[src/rtl/ps2_keycode_fifo.sv]
// ps2_keycode_fifo
// Buffers scancodes from the PS/2 receiver and presents them one at a time to
// the host through an XT-style irq / clear_keycode handshake. The receiver is
// acknowledged as soon as a code is latched, so codes typed while the BIOS ISR
// is busy are queued. After a FIFO overflow an overrun code is injected into
// the stream once space is available again.
//
// Data flow:
//   receiver --(capture FSM)--> FIFO (DEPTH entries) --(pop)--> keycode/irq
// The output register sits outside the FIFO, so fifo_count does not include
// the code currently presented to the host.

module ps2_keycode_fifo #(
  parameter int          DEPTH        = 16,
  parameter int          DEPTH_LOG2   = 4,
  parameter int          CLEAR_PULSE  = 4,
  parameter logic [7:0]  OVERRUN_CODE = 8'hFF
) (
  input  logic                  clock,
  input  logic                  reset,
  input  logic                  kb_irq,
  input  logic [7:0]            kb_keycode,
  output logic                  kb_clear,
  input  logic                  clear_keycode,
  output logic [7:0]            keycode,
  output logic                  irq,
  output logic [DEPTH_LOG2:0]   fifo_count,
  output logic                  overflow
);

  localparam int                    CW         = DEPTH_LOG2 + 1;
  localparam logic [CW-1:0]         FULL_COUNT = CW'(DEPTH);
  localparam logic [3:0]            PULSE_LAST = 4'(CLEAR_PULSE - 1);
  localparam logic [DEPTH_LOG2-1:0] PTR_ONE    = DEPTH_LOG2'(1);
  localparam logic [CW-1:0]         CNT_ONE    = CW'(1);

  // Receiver-side capture handshake: IDLE waits for a code, ACK holds
  // kb_clear for at least CLEAR_PULSE clocks and until kb_irq drops.
  typedef enum logic {
    CAP_IDLE = 1'b0,
    CAP_ACK  = 1'b1
  } cap_state_t;

  cap_state_t              r_state;
  cap_state_t              w_state_next;
  logic [3:0]              r_pulse_cnt;
  logic [3:0]              w_pulse_cnt_next;
  logic                    r_kb_clear;
  logic                    w_kb_clear_next;
  logic                    w_capture;

  // FIFO storage and bookkeeping
  logic [7:0]              r_mem [DEPTH];
  logic [DEPTH_LOG2-1:0]   r_wptr;
  logic [DEPTH_LOG2-1:0]   r_rptr;
  logic [CW-1:0]           r_count;
  logic                    r_overflow;

  // Host-side presentation
  logic [7:0]              r_keycode;
  logic                    r_irq;
  logic                    r_clr_prev;

  // Datapath decisions
  logic                    w_full;
  logic                    w_empty;
  logic                    w_cap_push;
  logic                    w_inject;
  logic                    w_push;
  logic [7:0]              w_push_data;
  logic                    w_pop;
  logic                    w_clr_rise;

  // ---------------------------------------------------------------------------
  // Capture FSM
  // ---------------------------------------------------------------------------

  // Capture FSM state, pulse counter and kb_clear register.
  // NOTE: sequential state uses non-blocking (<=) so every register samples
  // the pre-edge values of its inputs regardless of block ordering.
  always_ff @(posedge clock) begin
    if (reset) begin
      r_state     <= CAP_IDLE;
      r_pulse_cnt <= '0;
      r_kb_clear  <= 1'b0;
    end else begin
      r_state     <= w_state_next;
      r_pulse_cnt <= w_pulse_cnt_next;
      r_kb_clear  <= w_kb_clear_next;
    end
  end

  // Capture FSM next-state: latch a code in IDLE, stretch kb_clear in ACK.
  // NOTE: every output of this block is given a default first, so no path
  // leaves a signal unassigned and no latch is inferred.
  always_comb begin
    w_state_next     = r_state;
    w_pulse_cnt_next = r_pulse_cnt;
    w_kb_clear_next  = r_kb_clear;
    w_capture        = 1'b0;

    case (r_state)
      CAP_IDLE: begin
        w_kb_clear_next = 1'b0;
        if (kb_irq) begin
          w_capture        = 1'b1;
          w_state_next     = CAP_ACK;
          w_pulse_cnt_next = '0;
          w_kb_clear_next  = 1'b1;
        end
      end
      CAP_ACK: begin
        w_kb_clear_next = 1'b1;
        if ((r_pulse_cnt >= PULSE_LAST) && !kb_irq) begin
          w_state_next     = CAP_IDLE;
          w_pulse_cnt_next = '0;
          w_kb_clear_next  = 1'b0;
        end else if (r_pulse_cnt != 4'hF) begin
          // Saturate so a receiver stuck high cannot wrap the counter.
          w_pulse_cnt_next = r_pulse_cnt + 4'd1;
        end
      end
      default: begin
        w_state_next    = CAP_IDLE;
        w_kb_clear_next = 1'b0;
      end
    endcase
  end

  // ---------------------------------------------------------------------------
  // Push / pop decisions
  // ---------------------------------------------------------------------------

  // Decide what enters and leaves the FIFO this cycle.
  always_comb begin
    w_full      = (r_count == FULL_COUNT);
    w_empty     = (r_count == '0);
    // A capture is stored only if there is room and no overrun is pending.
    w_cap_push  = w_capture && !w_full && !r_overflow;
    // The overrun marker goes in on the first cycle with room and no
    // competing capture push; a capture on that edge is dropped because
    // overflow is still set.
    w_inject    = r_overflow && !w_full && !w_cap_push;
    w_push      = w_cap_push || w_inject;
    w_push_data = w_inject ? OVERRUN_CODE : kb_keycode;
    // Present a new code only when the output register is free and the host
    // is not holding its acknowledge high. No bypass: the code must already
    // be stored in the FIFO.
    w_pop       = !r_irq && !clear_keycode && !w_empty;
    w_clr_rise  = clear_keycode && !r_clr_prev;
  end

  // ---------------------------------------------------------------------------
  // FIFO storage
  // ---------------------------------------------------------------------------

  // FIFO data array write port.
  // NOTE: the storage array is not reset; stale entries are unreachable
  // because the pointers and count are reset, and leaving it out of reset
  // lets it map to plain RAM.
  always_ff @(posedge clock) begin
    if (w_push) begin
      r_mem[r_wptr] <= w_push_data;
    end
  end

  // Read/write pointers wrap modulo DEPTH; count tracks net occupancy.
  always_ff @(posedge clock) begin
    if (reset) begin
      r_wptr  <= '0;
      r_rptr  <= '0;
      r_count <= '0;
    end else begin
      if (w_push) begin
        r_wptr <= r_wptr + PTR_ONE;
      end
      if (w_pop) begin
        r_rptr <= r_rptr + PTR_ONE;
      end
      case ({w_push, w_pop})
        2'b10:   r_count <= r_count + CNT_ONE;
        2'b01:   r_count <= r_count - CNT_ONE;
        default: r_count <= r_count;
      endcase
    end
  end

  // Overrun flag: set by a capture that finds the FIFO full, cleared when
  // the overrun code is injected.
  always_ff @(posedge clock) begin
    if (reset) begin
      r_overflow <= 1'b0;
    end else if (w_capture && w_full) begin
      r_overflow <= 1'b1;
    end else if (w_inject) begin
      r_overflow <= 1'b0;
    end
  end

  // ---------------------------------------------------------------------------
  // Host presentation
  // ---------------------------------------------------------------------------

  // Output register: load on pop, drop irq on a rising host acknowledge.
  // keycode keeps its value after the acknowledge until the next pop.
  always_ff @(posedge clock) begin
    if (reset) begin
      r_keycode <= 8'h00;
      r_irq     <= 1'b0;
    end else if (w_pop) begin
      r_keycode <= r_mem[r_rptr];
      r_irq     <= 1'b1;
    end else if (w_clr_rise) begin
      r_irq     <= 1'b0;
    end
  end

  // Previous acknowledge level; resets high so an acknowledge already held
  // high through reset is not mistaken for a new edge.
  always_ff @(posedge clock) begin
    if (reset) begin
      r_clr_prev <= 1'b1;
    end else begin
      r_clr_prev <= clear_keycode;
    end
  end

  assign kb_clear   = r_kb_clear;
  assign keycode    = r_keycode;
  assign irq        = r_irq;
  assign fifo_count = r_count;
  assign overflow   = r_overflow;

  // Occupancy must stay within the FIFO depth.
  a_count_bound: assert property (@(posedge clock) disable iff (reset)
    r_count <= FULL_COUNT);

endmodule

[config.mk]
export PLATFORM = sky130hd
export DESIGN_NAME = ps2_keycode_fifo
export DESIGN_NICKNAME = d
export VERILOG_FILES = /design/src/rtl/ps2_keycode_fifo.sv
export SDC_FILE = /design/constraint.sdc
export NUM_CORES = 1
export LEC_CHECK = 0
export ABC_AREA = 1
export ABC_CLOCK_PERIOD_IN_PS = 6080
export BUFFER_PORTS_ARGS = -buffer_cell sky130_fd_sc_hd__buf_2
export CAP_MARGIN = 20
export CORE_MARGIN = 8
export CORE_UTILIZATION = 60
export CTS_CLUSTER_SIZE = 25
export DETAILED_ROUTE_END_ITERATION = 10
export PLACE_DENSITY = 0.79
export SYNTH_ARGS = -nofsm -noshare
export SYNTH_HDL_FRONTEND = slang
export SYNTH_SLANG_ARGS = --single-unit
[constraint.sdc]
create_clock -name clock -period 6.08 [get_ports clock]
set_input_delay 0.304 -clock clock [delete_from_list [all_inputs] [get_ports clock]]
set_output_delay 0.304 -clock clock [all_outputs]
set_load 0.02 [all_outputs]
==> reports/summary.txt, run 1 <==
status: finished clean
vias per inst: 5.54
Final Hold Fails: 0
CTS tree: done
ANT cells: 0
#FFs+latches synth: 157
setup bufs post-CTS: 0
Die ar.: 15300 µm²
Avg Inst Size Synth: 9.41 µm²
Layout Area Growth over Synthesis: 11.4%
clock sink total: 157
number of max-cap violations: 0
maximum VDD drop: 0.245 mV
Post-layout nets: 785
Max Slew Vio Count: 0
largest net degree at the start of global routing: 67
Total Wirelength: 16000 µm
DRC: 0
crit end category: flip-flop
Gate power share: 0.265
Core Area: 11400 µm²
P_leak: 3.43 nW
Power Internal: 0.00216 W
Max clock buf depth: 2
mapped cell area: 6980 µm²
Register Area: 4430 µm²
RSZ-0062 raised after global routing: false
Net Sw Power: 0.00106 W
Worst Path Max Fanout: 20
Num CTS Buffers: 17
GPL Wtd Cong: 0.891
most frequent cells in the layout: nand2_1, edfxtp_1, inv_1
clk_lat worst skew: 0.43 ns
H-tree depth: 4
Fillers: 825
non-filler cells, final: 919
Placed Cells: 886
final worst slack: 3.70 ns
Fmax achieved: 420 MHz
commonest non-fill, non-tap cell in the layout: nand2_1
footprint of the multi-input gates: 1970 µm²
WL/cell: 17.4 µm
grt ovf: 0
Yosys cell types: 26
post-DP HPWL: 10000 µm
overall power: 0.00322 W
Post-CTS Resized: 0
Required @ worst endpoint: 6.43 ns
clk root buf: clkbuf_16
Setup TNS: 0 ns
slew at the pin closest to its max-slew limit: 1.01 ns
Place WS: 3.74 ns
hold crit path type: in -> reg
DR vias: 5090
Mapped Nets: 764
YS warnings: 0
Post-Syn Instances: 742
clock transition at the registers of the reported paths: 0.06 ns
post-route ant nets: 0
kind of critical path: reg -> reg
First-pass DRT Iterations: 7
Rows: 39
Initial DRC Count: 680
I/O pin count: 28
Buffers on Ports: 27
Hold-fix buffers, CTS: 0
pwr dens: 413 nW/µm²
critical path startpoint category: flip-flop
first-pass GRT wire length: 25300 µm
initial core utilization: 0.614
Die Height: 124 µm
GRT Total Usage: 0.221
min Tclk post-route: 2.38 ns
register area share after synthesis: 0.633
Sw Ratio: 0.328
Final period util: 0.392
layout cell share with drive strength beyond 1: 0.0941
initial antenna violation count: 0
vias in the first global route: 4911
Worst Path Arrival: 2.73 ns
worst slew margin relative to its limit: 0.323
Clock Skew: 0.00728 ns
Die Width: 124 µm
power share of the clock group: 0.328
Seq pwr share: 0.407
final setup vio count: 0
per-stage QoR:
step	util	instance area [µm²]	hold slack, ns
after global placement	0.628	7140	0.475
after global routing	0.685	7780	0.113
after detailed placement	0.630	7160	0.488
after floorplan	-	6980	0.420
after CTS	0.683	7760	0.0851
final	0.685	7780	0.0966
worst paths after layout:
kind            startpoint             to  slack (ns)  depth (start not counted)
max          fifo_count[4]  fifo_count[4]        3.70                         15
min          clear_keycode     r_clr_prev         0.1                          3
max reg2reg  fifo_count[4]  fifo_count[4]        3.70                         15
min reg2reg            irq            irq        0.50                          2
critical path, cell delays in order (launching register included):
cell and delay [ns]:
dfxtp_1 0.43, inv_1 0.06, nand4_1 0.10, nand3_2 0.18, inv_4 0.25, ha_1 0.33, xor2_1 0.22, ha_1 0.17
inv_1 0.03, nand2_1 0.08, nand3_1 0.11, nand2_1 0.08, nand2_1 0.04, nand2_1 0.05, nand2_1 0.04, a21oi_1 0.11
kinds of logic after synthesis:
family	Yosys count	share of synthesized area
adder cells (fa/ha/maj)	10	0.0179
AND/OR/NAND/NOR	400	0.235
flip-flops	157	0.633
XOR/XNOR	6	0.00752
AO/OA/AOI/OAI	28	0.0213
buffers and inverters	141	0.0844
flip-flops by register name, summed over array words and instances, names as in the netlist:
| name | count |
|---|---|
| r_mem | 128 |
| keycode | 8 |
| fifo_count | 5 |
| r_pulse_cnt | 4 |
| r_rptr | 4 |
| r_wptr | 4 |
| irq | 1 |
| kb_clear | 1 |
| overflow | 1 |
| r_clr_prev | 1 |
per-layer routing:
metal	GRT usage	vias up	routed length, µm
met4	0.114	0	469
li1	-	2420	-
met1	0.287	2385	6310
met2	0.347	242	7780
met5	0	-	0
met3	0.0458	43	1400
Yosys cell counts:
library cell / count / share of area
a21boi_1: 2 / 0.0021
a21oi_1: 14 / 0.010
a31oi_1: 1 / 0.00090
buf_1: 1 / 0.00054
buf_2: 13 / 0.0093
buf_4: 7 / 0.0075
buf_6: 2 / 0.0032
clkbuf_1: 5 / 0.0027
dfxtp_1: 29 / 0.083
edfxtp_1: 128 / 0.55
ha_1: 10 / 0.018
inv_1: 103 / 0.055
inv_2: 9 / 0.0048
inv_4: 1 / 0.00090
nand2_1: 252 / 0.14
nand2_2: 2 / 0.0018
nand3_1: 98 / 0.070
nand3_2: 1 / 0.0014
nand3b_1: 1 / 0.0011
nand4_1: 2 / 0.0018
nor2_1: 44 / 0.024
o21ai_0: 2 / 0.0014
o21ai_1: 8 / 0.0057
o21bai_1: 1 / 0.0011
xnor2_1: 1 / 0.0013
xor2_1: 5 / 0.0063
final cells by class:
cell class | instances | area share
flip-flops and latches | 157 | 0.569
clock inverters | 7 | 0.0108
clock buffers | 25 | 0.0662
inverters | 113 | 0.0548
repair buffers | 30 | 0.0235
well taps | 143 | 0.0230
multi-input cells | 444 | 0.253
power groups by stage:
stage / Combinational (W) / Sequential [W] / Clock, W
floorplan: 0.000605 / 0.00134 / 0
global placement: 0.000764 / 0.00136 / 0
detailed placement: 0.000825 / 0.00133 / 0
global route: 0.000950 / 0.00132 / 0.00110
finish: 0.000853 / 0.00131 / 0.00105
CTS: 0.000841 / 0.00131 / 0.00106
(Power assumes the default switching activity.)
==> inputs of run 2 (changes only) <==
ABC_AREA = 0   (was 1)
ABC_CLOCK_PERIOD_IN_PS = 2000   (was 6080)
CORE_UTILIZATION = 55   (was 60)
PLACE_DENSITY = 0.76   (was 0.79)
clock period = 2 ns   (was 6.08 ns; I/O delays follow)
==> run 2 against run 1 <==
  * Clock skew grew 0.00087 ns
  * Highest routed layer unchanged
  * Core utilization down 1.4 points
  * The run now ends with setup timing left
  * Power increased to 2.9 times the previous value
  * Global-route usage down 4.8 points
==> reports/summary.txt, run 2 <==
Total Wirelength: 13300 µm (-17%)
clock transition at the registers of the reported paths: 0.06 ns (about the same)
Die ar.: 15600 µm² (+1.9%)
Fmax achieved: 374 MHz (-11%)
P_leak: 2.67 nW (-22%)
WP depth: 10 (-5)
failing checks: setup timing
commonest non-fill, non-tap cell in the layout: edfxtp_1
pwr dens: 1180 nW/µm² (+190%)
max FFs per register: 128 (unchanged)
Post-layout nets: 492 (-37%)
Setup TNS: -1.30 ns (-1.30 ns)
register area share after synthesis: 0.676 (+0.0429)
R2R Path End: fifo_count[4]
DRC: 0 (unchanged)
slowest CP cell: or4b_1
max incr delay on CP: 0.49 ns (+0.06 ns)
post-DP HPWL: 8230 µm (-18%)
overall power: 0.00935 W (+190%)
Max clock buf depth: 2 (unchanged)
Final Hold Fails: 0 (unchanged)
Synth area leaders: edfxtp_1, mux4_2, dfxtp_1, mux2i_1, nor2_1
vias per inst: 5.95 (+7.5%)
delay-heaviest family, CP: simple AND/OR/NAND/NOR gates
R2R cell count: 10 (-5)
post-route ant nets: 0 (unchanged)
Post-Syn Instances: 407 (-45%)
GRT Total Usage: 0.173 (-0.0481)
final setup vio count: 3 (+3)
worst reg-to-reg setup slack: -0.67 ns (-4.37 ns)
number of max-cap violations: 0 (unchanged)
Worst setup endpoint: fifo_count[4]
cells along the critical path: nor4_4, a2bb2oi_2, inv_2, ha_4, xor2_2, ha_2, a21oi_1, or4b_1, a31oi_2, mux2_4
most frequent cells in the layout: edfxtp_1, buf_4, nor2_1, mux4_2, buf_2
WL/cell: 21.2 µm (+22%)
YS warnings: 0 (unchanged)
#FFs+latches synth: 157 (unchanged)
Yosys cell types: 54 (+110%)
GPL Wtd Cong: 0.797 (-11%)
initial core utilization: 0.554 (-0.0605)
worst slew margin relative to its limit: 0.626 (+0.303)
Commonest cells post-synth: edfxtp_1, nor2_1, dfxtp_1
most flop-heavy register: r_mem
Clock Skew: 0.00815 ns (+0.000870 ns)
min Tclk post-route: 2.67 ns (+0.294 ns)
count leader, synth: edfxtp_1
ANT cells: 0 (unchanged)
largest net degree at the start of global routing: 39 (-42%)
first-pass GRT wire length: 20200 µm (-20%)
initial antenna violation count: 0 (unchanged)
critical path startpoint category: flip-flop
Initial DRC Count: 292 (-57%)
First-pass DRT Iterations: 5 (-2)
Die Height: 125 µm (+0.94%)
clk root buf: clkbuf_16
clock sink total: 157 (unchanged)
I/O pin count: 28 (unchanged)
crit end category: flip-flop
Final period util: 1.34 (+0.946)
critical hold path startpoint: kb_irq
CTS tree: done
mapped cell area: 6540 µm² (-6.3%)
Mapped Nets: 429 (-44%)
maximum VDD drop: 0.772 mV (+210%)
DR vias: 3738 (-27%)
kind of critical path: reg -> reg
slew at the pin closest to its max-slew limit: 0.562 ns (-0.451 ns)
clk_lat worst skew: 0.43 ns (about the same)
Worst Path Max Fanout: 3 (-85%)
area leader, netlist: edfxtp_1
asr flop ratio synth: 0 (unchanged)
Fillers: 753 (-8.7%)
EDFF count, synth: 128 (unchanged)
Layout Area Growth over Synthesis: 21.2%
final worst slack: -0.675 ns (-4.37 ns)
Worst Path Arrival: 2.99 ns (+0.26 ns)
vias in the first global route: 3785 (-23%)
Die Width: 125 µm (+0.94%)
Required @ worst endpoint: 2.32 ns (-4.11 ns)
H-tree depth: 4 (unchanged)
Synth Flop Type: edfxtp_1
Core Area: 11800 µm² (+3.9%)
WP buf/inv: 1 (-2)
status: finished with violations
Avg Inst Size Synth: 16.1 µm² (+71%)
grt ovf: 0 (unchanged)
Buffers on Ports: 27 (unchanged)
RSZ-0062 raised after global routing: true
layout cell share with drive strength beyond 1: 0.372 (+0.278)
share of the synthesized area in the top cell type: 0.588 (+0.0373)
Num CTS Buffers: 17 (unchanged)
hold crit path type: in -> reg
Rows: 40 (+2.6%)
worst reg2reg startpoint: fifo_count[0]
CP Launch Point: fifo_count[0]
Max Slew Vio Count: 0 (unchanged)
[run 2: changes by cell type after synthesis, sizes merged, moves of 7 or more]
cell / delta
nor3: +8
and2: +8
nand3: -95
nor2b: +8
or2: +9
mux2i: +17
a21oi: -7
nand2: -244
mux4: +28
inv: -107
[run 2: tightest hold or removal path: stages]
cell     delay [ns]
buf_2          0.09
buf_4          0.14
a21oi_1        0.04
nor2_1         0.07
[run 2: power breakdown]
group	switching [W]	leakage (nW)	internal, W
Clock	0.00129	0.271	0.00184
Sequential	0.000150	1.39	0.00376
Combinational	0.00123	1.01	0.00108
Total	0.00268	2.67	0.00667
[run 2: layer usage]
layer | track usage | part of all wire | wire (µm)
met3 | 0.0591 | 0.064 | 845
met1 | 0.204 | 0.42 | 5560
met4 | 0.0659 | 0.015 | 206
met5 | 0 | 0 | 0
met2 | 0.288 | 0.50 | 6690
[run 2: metrics by stage]
step | instances | instance area, µm² | hold WS [ns] | util | setup WS (ns)
finish | 628 | 7930 | 0.0548 | 0.671 | -0.675
global route | 628 | 7930 | 0.0602 | 0.671 | -0.765
CTS | 621 | 7710 | 0.0393 | 0.653 | -0.600
detailed placement | 585 | 7000 | 0.324 | 0.593 | -0.627
global placement | 585 | 7000 | 0.325 | 0.593 | -0.535
floorplan | 407 | 6590 | 0.207 | - | -0.704
[run 2: area by class of cell]
class                   instances  area [µm²]  area share
clock buffers                  18         429      0.0541
clock inverters                12         139      0.0175
inverters                       6        22.5     0.00284
multi-input cells             220        2190       0.277
flip-flops and latches        157        4430       0.559
well taps                     147         184      0.0232
repair buffers                 68         528      0.0666
[run 2: logic make-up after synthesis]
group / share of synthesized area
AOI/OAI and AO/OA: 0.0587
DFF: 0.676
and+or+nand+nor: 0.0847
buffers and inverters: 0.0249
xor gates and xnor gates: 0.0120
adders and majority gates: 0.0191
muxes: 0.124
[run 2: worst min path at each step]
stage / end / slack, ns / cells after the start
5_1_grt: kb_clear / 0.06 / 4
4_1_cts: kb_clear / 0.04 / 4
6_report: kb_clear / 0.05 / 4
3_3_place_gp: r_clr_prev / 0.33 / 2
2_1_floorplan: r_clr_prev / 0.21 / 1
3_5_place_dp: r_clr_prev / 0.32 / 2
[run 2: what timing repair did]
item                                   CTS  global route
hold buffers                             1             0
pin swaps                               10            15
endpoints found under the hold margin    2             0
setup endpoints to repair               66           252
resized for setup                       23            31
buffers inserted                         5             8
